$ cat src/rtl/toast_pkg.sv
// Toast RV32I shared decode definitions: ALU codes, opcodes, funct3,
// writeback selects and the ID/EX payload bundle.
package toast_pkg;

    typedef enum logic [3:0] {
        ALU_ADD  = 4'd0,
        ALU_SUB  = 4'd1,
        ALU_AND  = 4'd2,
        ALU_OR   = 4'd3,
        ALU_XOR  = 4'd4,
        ALU_SLL  = 4'd5,
        ALU_SRL  = 4'd6,
        ALU_SRA  = 4'd7,
        ALU_SEQ  = 4'd8,
        ALU_SLT  = 4'd9,
        ALU_SLTU = 4'd10
    } alu_op_e;

    localparam logic [6:0] OPC_LUI    = 7'b0110111;
    localparam logic [6:0] OPC_AUIPC  = 7'b0010111;
    localparam logic [6:0] OPC_JAL    = 7'b1101111;
    localparam logic [6:0] OPC_JALR   = 7'b1100111;
    localparam logic [6:0] OPC_BRANCH = 7'b1100011;
    localparam logic [6:0] OPC_LOAD   = 7'b0000011;
    localparam logic [6:0] OPC_STORE  = 7'b0100011;
    localparam logic [6:0] OPC_OPIMM  = 7'b0010011;
    localparam logic [6:0] OPC_OP     = 7'b0110011;
    localparam logic [6:0] OPC_FENCE  = 7'b0001111;
    localparam logic [6:0] OPC_SYSTEM = 7'b1110011;

    localparam logic [2:0] F3_ADD  = 3'd0;
    localparam logic [2:0] F3_SLL  = 3'd1;
    localparam logic [2:0] F3_SLT  = 3'd2;
    localparam logic [2:0] F3_SLTU = 3'd3;
    localparam logic [2:0] F3_XOR  = 3'd4;
    localparam logic [2:0] F3_SR   = 3'd5;
    localparam logic [2:0] F3_OR   = 3'd6;
    localparam logic [2:0] F3_AND  = 3'd7;

    localparam logic [2:0] F3_BEQ  = 3'd0;
    localparam logic [2:0] F3_BNE  = 3'd1;
    localparam logic [2:0] F3_BLT  = 3'd4;
    localparam logic [2:0] F3_BGE  = 3'd5;
    localparam logic [2:0] F3_BLTU = 3'd6;
    localparam logic [2:0] F3_BGEU = 3'd7;

    localparam logic [1:0] WB_ALU  = 2'd0;
    localparam logic [1:0] WB_TEST = 2'd1;
    localparam logic [1:0] WB_MEM  = 2'd2;

    typedef struct packed {
        logic [31:0] pc;
        alu_op_e     alu;
        logic [31:0] op1;
        logic [31:0] op2;
        logic [31:0] rs2;
        logic [31:0] imm;
        logic [4:0]  rd;
        logic        wr;
        logic [1:0]  wb;
        logic        mrd;
        logic        mwr;
        logic [2:0]  f3;
        logic        br;
        logic        inv;
        logic        jmp;
    } id_ex_t;

    // alt is funct7[5] where it selects SUB or SRA
    function automatic alu_op_e alu_from_f3(
        input logic [2:0] f3,
        input logic       alt
    );
        alu_op_e op;
        op = ALU_ADD;
        unique case (f3)
            F3_ADD:  op = alt ? ALU_SUB : ALU_ADD;
            F3_SLL:  op = ALU_SLL;
            F3_SLT:  op = ALU_SLT;
            F3_SLTU: op = ALU_SLTU;
            F3_XOR:  op = ALU_XOR;
            F3_SR:   op = alt ? ALU_SRA : ALU_SRL;
            F3_OR:   op = ALU_OR;
            F3_AND:  op = ALU_AND;
        endcase
        return op;
    endfunction

endpackage

$ cat src/rtl/toast_imm_gen.sv
// Toast immediate generator: I/S/B/U/J extraction, selected by opcode.
module toast_imm_gen
    import toast_pkg::*;
(
    input  logic [31:0] instr,
    output logic [31:0] imm
);

    always_comb begin
        imm = {{20{instr[31]}}, instr[31:20]};
        unique case (instr[6:0])
            OPC_STORE:
                imm = {{20{instr[31]}}, instr[31:25], instr[11:7]};
            OPC_BRANCH:
                imm = {{20{instr[31]}}, instr[7], instr[30:25],
                       instr[11:8], 1'b0};
            OPC_LUI, OPC_AUIPC:
                imm = {instr[31:12], 12'b0};
            OPC_JAL:
                imm = {{12{instr[31]}}, instr[19:12], instr[20],
                       instr[30:21], 1'b0};
            default: ;
        endcase
    end

endmodule

$ cat src/rtl/toast_id_stage.sv
// Toast RV32I decode stage with registered ID/EX payload.
// Define TOAST_ILLEGAL_TRAP_EN to add the illegal_o trap flag.
module toast_id_stage
    import toast_pkg::*;
#(
    parameter logic [31:0] RESET_PC = 32'h0000_0000
) (
    input  logic        clk_i,
    input  logic        resetn_i,
    input  logic        if_valid_i,
    input  logic [31:0] if_instr_i,
    input  logic [31:0] if_pc_i,
    output logic        id_ready_o,
    output logic [4:0]  rs1_addr_o,
    output logic [4:0]  rs2_addr_o,
    input  logic [31:0] rs1_data_i,
    input  logic [31:0] rs2_data_i,
    input  logic        ex_ready_i,
    input  logic        flush_i,
    output logic        ex_valid_o,
    output logic [31:0] ex_pc_o,
    output logic [3:0]  alu_ctrl_o,
    output logic [31:0] alu_op1_o,
    output logic [31:0] alu_op2_o,
    output logic [31:0] rs2_data_o,
    output logic [31:0] imm_o,
    output logic [4:0]  rd_addr_o,
    output logic        reg_wr_en_o,
    output logic [1:0]  wb_sel_o,
    output logic        mem_rd_o,
    output logic        mem_wr_o,
    output logic [2:0]  funct3_o,
    output logic        branch_o,
    output logic        br_invert_o,
    output logic        jump_o
`ifdef TOAST_ILLEGAL_TRAP_EN
    ,
    output logic        illegal_o
`endif
);

    logic [6:0]  opc;
    logic [2:0]  f3;
    logic [6:0]  f7;
    logic [4:0]  rd;
    logic [31:0] imm;
    logic        ill;
    logic        wr;
    logic        valid_q;
    id_ex_t      d;
    id_ex_t      q;

    assign opc = if_instr_i[6:0];
    assign rd  = if_instr_i[11:7];
    assign f3  = if_instr_i[14:12];
    assign f7  = if_instr_i[31:25];

    assign rs1_addr_o = if_instr_i[19:15];
    assign rs2_addr_o = if_instr_i[24:20];
    assign id_ready_o = ex_ready_i | ~valid_q;

    toast_imm_gen u_imm (
        .instr (if_instr_i),
        .imm   (imm)
    );

    always_comb begin
        d     = '0;
        ill   = 1'b0;
        wr    = 1'b0;
        d.pc  = if_pc_i;
        d.alu = ALU_ADD;
        d.op1 = rs1_data_i;
        d.op2 = imm;
        d.rs2 = rs2_data_i;
        d.imm = imm;
        d.rd  = rd;
        d.f3  = f3;
        d.wb  = WB_ALU;
        unique case (opc)
            OPC_LUI: begin
                d.op1 = '0;
                wr    = 1'b1;
            end
            OPC_AUIPC: begin
                d.op1 = if_pc_i;
                wr    = 1'b1;
            end
            OPC_JAL, OPC_JALR: begin
                d.op1 = if_pc_i;
                d.op2 = 32'd4;
                d.jmp = 1'b1;
                wr    = 1'b1;
                ill   = (opc == OPC_JALR) && (f3 != 3'd0);
            end
            OPC_BRANCH: begin
                d.op2 = rs2_data_i;
                d.br  = 1'b1;
                unique case (f3)
                    F3_BEQ:  d.alu = ALU_SEQ;
                    F3_BNE:  {d.alu, d.inv} = {ALU_SEQ, 1'b1};
                    F3_BLT:  d.alu = ALU_SLT;
                    F3_BGE:  {d.alu, d.inv} = {ALU_SLT, 1'b1};
                    F3_BLTU: d.alu = ALU_SLTU;
                    F3_BGEU: {d.alu, d.inv} = {ALU_SLTU, 1'b1};
                    default: ill = 1'b1;
                endcase
            end
            OPC_LOAD: begin
                d.mrd = 1'b1;
                d.wb  = WB_MEM;
                wr    = 1'b1;
                ill   = (f3 == 3'd3) || (f3[2:1] == 2'b11);
            end
            OPC_STORE: begin
                d.mwr = 1'b1;
                ill   = (f3 > 3'd2);
            end
            OPC_OPIMM: begin
                d.alu = alu_from_f3(f3, (f3 == F3_SR) & f7[5]);
                wr    = 1'b1;
                ill   = ((f3 == F3_SLL) && (f7 != 7'h00))
                     || ((f3 == F3_SR) && ((f7 & 7'h5f) != 7'h00));
            end
            OPC_OP: begin
                d.op2 = rs2_data_i;
                d.alu = alu_from_f3(f3, f7[5]);
                wr    = 1'b1;
                ill   = (f7 != 7'h00)
                     && !((f7 == 7'h20)
                          && ((f3 == F3_ADD) || (f3 == F3_SR)));
            end
            OPC_FENCE, OPC_SYSTEM: ;
            default: ill = 1'b1;
        endcase
        if ((opc == OPC_OPIMM || opc == OPC_OP)
            && (d.alu == ALU_SLT || d.alu == ALU_SLTU))
            d.wb = WB_TEST;
        d.wr = wr && (rd != 5'd0) && !ill;
        // Illegal encodings retire as a NOP
        if (ill) begin
            d.mrd = 1'b0;
            d.mwr = 1'b0;
            d.br  = 1'b0;
            d.jmp = 1'b0;
        end
    end

    always_ff @(posedge clk_i or negedge resetn_i) begin
        if (!resetn_i) begin
            valid_q <= 1'b0;
            q       <= '0;
            q.pc    <= RESET_PC;
        end else if (flush_i) begin
            valid_q <= 1'b0;
            q.wr    <= 1'b0;
            q.mrd   <= 1'b0;
            q.mwr   <= 1'b0;
            q.br    <= 1'b0;
            q.jmp   <= 1'b0;
        end else if (id_ready_o) begin
            valid_q <= if_valid_i;
            if (if_valid_i)
                q <= d;
        end
    end

`ifdef TOAST_ILLEGAL_TRAP_EN
    logic ill_q;

    always_ff @(posedge clk_i or negedge resetn_i) begin
        if (!resetn_i)
            ill_q <= 1'b0;
        else if (flush_i)
            ill_q <= 1'b0;
        else if (id_ready_o && if_valid_i)
            ill_q <= ill;
    end

    assign illegal_o = ill_q;
`endif

    assign ex_valid_o  = valid_q;
    assign ex_pc_o     = q.pc;
    assign alu_ctrl_o  = q.alu;
    assign alu_op1_o   = q.op1;
    assign alu_op2_o   = q.op2;
    assign rs2_data_o  = q.rs2;
    assign imm_o       = q.imm;
    assign rd_addr_o   = q.rd;
    assign reg_wr_en_o = q.wr;
    assign wb_sel_o    = q.wb;
    assign mem_rd_o    = q.mrd;
    assign mem_wr_o    = q.mwr;
    assign funct3_o    = q.f3;
    assign branch_o    = q.br;
    assign br_invert_o = q.inv;
    assign jump_o      = q.jmp;

endmodule
$ cat config.mk
export PLATFORM = sky130hd
export DESIGN_NAME = toast_id_stage
export DESIGN_NICKNAME = d
export VERILOG_FILES = /design/src/rtl/toast_pkg.sv /design/src/rtl/toast_imm_gen.sv /design/src/rtl/toast_id_stage.sv
export SDC_FILE = /design/constraint.sdc
export NUM_CORES = 1
export LEC_CHECK = 0
export CORE_ASPECT_RATIO = 1.75
export CORE_MARGIN = 2
export CORE_UTILIZATION = 30
export DETAILED_ROUTE_END_ITERATION = 10
export GPL_TIMING_DRIVEN = 0
export PLACE_DENSITY = 0.71
export SLEW_MARGIN = 20
export SYNTH_ARGS = -nofsm -noshare
export SYNTH_HDL_FRONTEND = slang
export SYNTH_SLANG_ARGS = --single-unit
$ cat constraint.sdc
create_clock -name clk_i -period 1.55 [get_ports clk_i]
set_clock_uncertainty 0.2 [all_clocks]
set_input_delay 0.155 -clock clk_i [delete_from_list [all_inputs] [get_ports clk_i]]
set_output_delay 0.155 -clock clk_i [all_outputs]
set_load 0.005 [all_outputs]
==> metrics.md, run 1 <==
| Metric | Value |
|---|---|
| Number of different library cells in the post-synthesis netlist | 56 |
| Worst supply voltage drop on vdd | 754 uV |
| Die Height | 222 microns |
| Slew at the pin closest to its max-slew limit | 0.801 ns |
| Biggest fanout along the worst timing path | 6 |
| Data required, critical path | 1.74 ns |
| Number of warnings issued by yosys | 0 |
| Number of enable flip-flop cells after synthesis | 0 |
| Post-Synth Adder-Cell Area | 0% |
| Overall Global Routing Usage | 24.1% |
| Number of global-route vias before repair | 8,410 |
| Fin crit share | 117% |
| Hold Violations, Final | 29 |
| Total grt overflow | 0 |
| Clock period minus final worst setup slack | 1.81 ns |
| Via count normalized by instance count | 5.09 |
| # nets final | 1,401 |
| TritonCTS clock tree | built |
| Failing checks | negative hold slack, negative setup slack |
| Skew-Pair Late Insertion Delay | 0.45 ns |
| Sequential share of power | 42.8% |
| Leakage Power | 0.00782 uW |
| Total internal power | 9510 uW |
| Maximum buffer depth of the clock tree | 2 |
| Number of nets with antenna violations after detailed routing | 0 |
| Combinational family with the most area after synthesis | simple AND/OR/NAND/NOR gates |
| Wire length per cell | 22.1 microns |
| CTS Root Cell | sky130_fd_sc_hd__clkbuf_16 |
| Area grow syn2layout | 72.5% |
| Combinational share of power | 25.7% |
| Mean area per synthesized cell | 9.39 sq um |
| Total Wirelength | 35.4 mm |
| Category of the worst setup path launch point | register |
| Dominant register cell in the synthesized netlist | sky130_fd_sc_hd__dfrtp_1 |
| Reg2reg setup slack | -0.26 ns |
| Launching point of the worst reg2reg path | ex_valid_o |
| Multiplexer share of the synthesized area | 1.12% |
| Peak clock frequency supported by timing | 0.553 GHz |
| RSZ-0062 raised after global routing | yes |
| Final GP Congestion | 0.901 |
| Deepest level of the CTS H-tree | 4 |
| Largest cells by area after synthesis | sky130_fd_sc_hd__dfrtp_1 (56%), sky130_fd_sc_hd__nand2_1 (16%), sky130_fd_sc_hd__o21ai_1 (3.9%), sky130_fd_sc_hd__a32oi_1 (3.8%), sky130_fd_sc_hd__a21oi_1 (2.1%) |
| Endpoints failing setup | 181 |
| Switching part of the total power | 29.1% |
| Share of power burned in the clock network | 31.5% |
| Initial cell density of the core | 30.5% |
| Filler Cell Count | 2,390 |
| Final Total Pwr | 13,400 uW |
| Final Max Tran Viols | 0 |
| Fraction of synthesis flops using an asynchronous set or reset pin | 100% |
| Run status | finished with violations |
| Final HPWL DP | 25.2 mm |
| Sw power | 3900 uW |
| Relative slew slack | 46.6% |
| Worst reg2reg endpoint | alu_op1_o[14] |
| Sequential fraction of the synthesis area | 55.8% |
| Row count | 79 |
| DRC | 0 |
| Number of max-cap violations | 0 |
| Simple-gate share of the synthesized area | 21.7% |
| Area occupied by multi-input gates | 3580 sq um |
| First-pass iteration count of the detailed router | 5 |
| Most frequent cells in the layout | sky130_fd_sc_hd__nand2_1 (341), sky130_fd_sc_hd__dfrtp_1 (181), sky130_fd_sc_hd__dlymetal6s2s_1 (129) |
| Path category of the worst min-delay check | in -> async |
| Layout cells sized above 1 | 18.4% |
| Port Buffers | 323 |
| Syn_nets | 998 |
| Pin count of the biggest net entering global routing | 90 |
| Endpoint arrival time on the critical path | 2.00 ns |
| Core Footprint | 26,600 sq um |
| R2R depth | 8 |
| Register clock-pin slew on the reported worst setup and hold paths | 0.07 ns |
| Flip-flop and latch count after synthesis | 181 |
| Global-route wire length before repair | 51.1 mm |
| Most frequent standard cell in the layout excluding fill and tap cells | sky130_fd_sc_hd__nand2_1 |
| Die boundary width | 128 microns |
| Total power divided by cell area | 957 nW/um^2 |
| Finished Core Util | 52.7% |
| Worst Slack Setup Final | -0.259 ns |
| Starting DRT DRC Count | 418 |
| TritonCTS Sinks | 181 |
| Diode insertion count for antenna repair | 0 |
| Compound-Gate Fraction of Synth Area | 15.9% |
| Library cell occupying the most area in the post-synthesis netlist | sky130_fd_sc_hd__dfrtp_1 |
| Cts bufs inserted | 17 |
| Classification of the worst setup path | reg -> reg |
| Antenna violations before repair | 0 |
| Hold slack final | -0.0423 ns |
| Post-Route Setup TNS | -33.35 ns |
| Vias after detailed routing | 8,162 |
| Die Area | 28,400 sq um |
| Combined flip-flop and latch cell area | 4530 sq um |
| Netlist area before placement | 8120 sq um |
| Capturing element type of the critical path | register |
| Fraction of synthesized cell area in xor and xnor cells | 0.324% |
| Area share of the leading cell type in the synthesized netlist | 55.8% |
| Number of top-level pins | 325 |
| Synthesized instance count | 865 |
==> what timing repair did <==
item                                    4_1_cts  5_1_grt
buffers inserted                             21       19
hold buffers                                  1        8
endpoints found under the hold margin       117       40
gates resized for setup                     174      201
gates cloned                                  2        8
endpoints found under the setup margin      372      346
pin swaps                                    11       42
==> stage by stage <==
step | setup slack, ns | instances | instance area (sq um) | hold WS [ns]
global route | -0.344 | 1603 | 14000 | -0.0247
finish | -0.259 | 1603 | 14000 | -0.0423
global placement | -7.59 | 1512 | 11900 | 0.251
detailed placement | -1.25 | 1514 | 11900 | -0.173
CTS | -0.206 | 1568 | 13000 | -0.0611
floorplan | -0.127 | 865 | 8240 | -0.341
==> cells by family (layout without fill, tap and decap cells) <==
| kind of cell | after synthesis | count (layout) |
|---|---|---|
| mux | 9 | 9 |
| buf+inv | 77 | 491 |
| compound gates | 191 | 191 |
| flops | 181 | 181 |
| simple gates | 404 | 404 |
| xor+xnor | 3 | 3 |
==> registers in the layout, indices dropped and copies added (netlist names) <==
register	count
br_invert_o	1
imm_o	32
rd_addr_o	5
rs2_data_o	32
ex_pc_o	32
mem_rd_o	1
wb_sel_o	2
branch_o	1
jump_o	1
alu_op1_o	32
funct3_o	3
alu_ctrl_o	4
alu_op2_o	32
reg_wr_en_o	1
mem_wr_o	1
ex_valid_o	1
==> cells in the mapped netlist (3+ instances only) <==
library cell / number
sky130_fd_sc_hd__nand2_1: 341
sky130_fd_sc_hd__dfrtp_1: 181
sky130_fd_sc_hd__o21ai_1: 63
sky130_fd_sc_hd__a32oi_1: 35
sky130_fd_sc_hd__a21oi_1: 34
sky130_fd_sc_hd__buf_2: 26
sky130_fd_sc_hd__clkbuf_1: 21
sky130_fd_sc_hd__buf_4: 16
sky130_fd_sc_hd__nor2_1: 13
sky130_fd_sc_hd__o21a_1: 13
sky130_fd_sc_hd__o21ai_0: 10
sky130_fd_sc_hd__mux2i_1: 8
sky130_fd_sc_hd__a2bb2oi_2: 7
sky130_fd_sc_hd__a221o_1: 6
sky130_fd_sc_hd__and3_1: 6
sky130_fd_sc_hd__buf_6: 6
sky130_fd_sc_hd__inv_1: 6
sky130_fd_sc_hd__nand3_1: 5
sky130_fd_sc_hd__a22oi_1: 4
sky130_fd_sc_hd__a2bb2oi_1: 4
sky130_fd_sc_hd__nor2b_1: 4
sky130_fd_sc_hd__o31ai_1: 4
sky130_fd_sc_hd__a31oi_1: 3
sky130_fd_sc_hd__nand2b_1: 3
sky130_fd_sc_hd__nand3b_1: 3
sky130_fd_sc_hd__nor4b_1: 3
sky130_fd_sc_hd__xnor2_1: 3
==> critical path: stages (launching register included) <==
cell and delay [ns]:
sky130_fd_sc_hd__dfrtp_1 0.42, sky130_fd_sc_hd__nand2b_4 0.10, sky130_fd_sc_hd__buf_4 0.13, sky130_fd_sc_hd__nand2_1 0.08, sky130_fd_sc_hd__nor2_4 0.23, sky130_fd_sc_hd__clkbuf_16 0.23, sky130_fd_sc_hd__clkbuf_16 0.16, sky130_fd_sc_hd__a32oi_2 0.11
sky130_fd_sc_hd__nand2_1 0.08
==> power by group through the flow <==
stage	logic, uW	registers (uW)	clock network [uW]
floorplan	931	5870	0
global placement	3290	5810	0
detailed placement	3330	5840	0
CTS	3340	5750	4310
global route	3730	5810	4500
finish	3450	5740	4220
==> worst max path at each step <==
| stage | from | endpoint | slack (ns) | cells after the start |
|---|---|---|---|---|
| final | ex_valid_o | alu_op1_o[14] | -0.26 | 8 |
| after global routing | ex_valid_o | alu_op1_o[26] | -0.34 | 8 |
| after CTS | ex_valid_o | reg_wr_en_o | -0.21 | 6 |
| after detailed placement | if_instr_i[1] | alu_op1_o[28] | -1.25 | 7 |
| after global placement | resetn_i | alu_op2_o[28] | -7.59 | 1 |
| after floorplan | ex_valid_o | alu_op2_o[10] | -0.13 | 5 |
==> routing by layer <==
| metal | wire [microns] | track usage (%) | up-vias |
|---|---|---|---|
| met5 | 0 | 0 | - |
| met4 | 1790 | 12.7 | 0 |
| met3 | 2100 | 5.67 | 80 |
| met2 | 18700 | 42.2 | 335 |
| met1 | 12800 | 26.7 | 4004 |
| li1 | - | - | 3743 |
==> cell type report <==
type,instances,area share (%)
Multi-Input combinational cell,607,25.6
Timing Repair Buffer,384,29.8
Tap cell,324,2.89
Clock inverter,12,0.768
Buffer,71,5.29
Sequential cell,181,32.3
Clock buffer,18,3.14
Inverter,6,0.161
Note: power is estimated with default switching activity, not from simulation.
==> run 2, diff against run 1 <==
Settings changed: CORE_ASPECT_RATIO 1.75 to 0.7, CORE_MARGIN 2 to not set.
==> metrics.md, run 2 (synthesis gave the netlist of run 1 again) <==
| Metric | Value |
|---|---|
| Fin crit share | 118% |
| Maximum buffer depth of the clock tree | 2 |
| Via count normalized by instance count | 5.09 |
| Initial cell density of the core | 31.1% |
| Endpoints failing setup | 180 |
| Clock period minus final worst setup slack | 1.84 ns |
| Final Max Tran Viols | 0 |
| Hold Violations, Final | 0 |
| Worst supply voltage drop on vdd | 790 uV |
| Data required, critical path | 1.70 ns |
| # nets final | 1,462 |
| Pin count of the biggest net entering global routing | 97 |
| Row count | 49 |
| Port Buffers | 323 |
| Deepest level of the CTS H-tree | 4 |
| Die Area | 27,700 sq um |
| Total grt overflow | 0 |
| Total power divided by cell area | 924 nW/um^2 |
| DRC | 0 |
| Capturing element type of the critical path | register |
| Starting DRT DRC Count | 518 |
| Category of the worst setup path launch point | input pin |
| TritonCTS Sinks | 181 |
| RSZ-0062 raised after global routing | yes |
| Most frequent standard cell in the layout excluding fill and tap cells | sky130_fd_sc_hd__nand2_1 |
| TritonCTS clock tree | built |
| Die Height | 140 microns |
| Core Footprint | 26,100 sq um |
| Endpoint arrival time on the critical path | 1.99 ns |
| Path category of the worst min-delay check | in -> reg |
| Slew at the pin closest to its max-slew limit | 0.814 ns |
| Area grow syn2layout | 89.8% |
| Run status | finished with violations |
| Number of top-level pins | 325 |
| Hold slack final | 0.0190 ns |
| Worst Slack Setup Final | -0.286 ns |
| Placement Setup Slack | -1.17 ns |
| Overall Global Routing Usage | 26.6% |
| Final GP Congestion | 0.927 |
| Skew-Pair Late Insertion Delay | 0.43 ns |
| First-pass iteration count of the detailed router | 5 |
| Post-Route Setup TNS | -30.55 ns |
| Vias after detailed routing | 8,655 |
| Leakage Power | 0.00741 uW |
| Final HPWL DP | 24.3 mm |
| Peak clock frequency supported by timing | 0.545 GHz |
| Biggest fanout along the worst timing path | 10 |
| Most frequent cells in the layout | sky130_fd_sc_hd__nand2_1 (217), sky130_fd_sc_hd__dlygate4sd2_1 (195), sky130_fd_sc_hd__dfrtp_1 (181) |
| Wire length per cell | 22.0 microns |
| Antenna violations before repair | 3 |
| Register clock-pin slew on the reported worst setup and hold paths | 0.07 ns |
| Combined flip-flop and latch cell area | 4530 sq um |
| Area occupied by multi-input gates | 4230 sq um |
| CTS Root Cell | sky130_fd_sc_hd__clkbuf_16 |
| Global-route wire length before repair | 54.6 mm |
| Failing checks | negative setup slack |
| Number of global-route vias before repair | 8,902 |
| Number of nets with antenna violations after detailed routing | 0 |
| Cts bufs inserted | 17 |
| Number of max-cap violations | 0 |
| Classification of the worst setup path | in -> reg |
| Filler Cell Count | 2,256 |
| Layout cells sized above 1 | 34.1% |
| Die boundary width | 199 microns |
| Total Wirelength | 37.5 mm |
| Relative slew slack | 45.7% |
-- run 2: where the power goes --
| group | internal, uW | total [uW] | switching [uW] |
|---|---|---|---|
| clock | 2260 | 4320 | 2060 |
| combinational | 2280 | 4120 | 1840 |
| sequential | 5380 | 5810 | 424 |
| total | 9920 | 14200 | 4320 |
-- run 2: final cells by class --
type                    count  share of cell area, %
diodes                      3                 0.0487
plain buffers              68                   6.40
clock buffers              20                   2.83
clock inverters            12                  0.779
inverters                   6                  0.146
multi-input cells         607                   27.5
flip-flops and latches    181                   29.4
well taps                 357                   2.90
repair buffers            448                   30.0
-- run 2: layer usage --
| metal | up-vias | track usage (%) | wire, microns |
|---|---|---|---|
| met3 | 69 | 8.92 | 3670 |
| met1 | 4306 | 36.5 | 16300 |
| met5 | - | 0 | 0 |
| li1 | 3896 | - | - |
| met2 | 384 | 39.1 | 16500 |
| met4 | 0 | 8.83 | 1030 |
-- run 2: timing repair --
item	CTS	global route
hold endpoints to repair	86	0
hold buffers	2	0
setup buffers	89	8
cloned	24	6
endpoints found under the setup margin	372	278
gates resized for setup	500	158
pin swaps	151	65
-- run 2: worst paths after layout --
check | start | endpoint | slack, ns | cells after the start
max | if_instr_i[31] | reg_wr_en_o | -0.29 | 7
min | if_instr_i[16] | imm_o[16] | 0.02 | 3
max reg2reg | ex_valid_o | reg_wr_en_o | -0.26 | 7
min reg2reg | alu_op1_o[24] | alu_op1_o[24] | 0.27 | 2
max in group asynchronous | resetn_i | alu_op1_o[2] | 0.17 | 3
min in group asynchronous | resetn_i | imm_o[23] | 0.03 | 2
-- run 2: critical path: stages --
cell	delay [ns]
sky130_fd_sc_hd__clkdlybuf4s50_1	0.42
sky130_fd_sc_hd__clkbuf_2	0.33
sky130_fd_sc_hd__nor4_1	0.36
sky130_fd_sc_hd__nand2_1	0.12
sky130_fd_sc_hd__o2111ai_1	0.22
sky130_fd_sc_hd__nand4_1	0.19
sky130_fd_sc_hd__o21ai_1	0.19
-- run 2: stage by stage --
stage | instance area [sq um] | std cells | util (%) | power (uW)
finish | 15400 | 1702 | 59.0 | 14200
global route | 15400 | 1701 | 59.0 | 14900
CTS | 14700 | 1691 | 56.4 | 14000
detailed placement | 12000 | 1546 | 45.8 | 9140
global placement | 11900 | 1545 | 45.6 | 9080
floorplan | 8240 | 865 | - | 6800
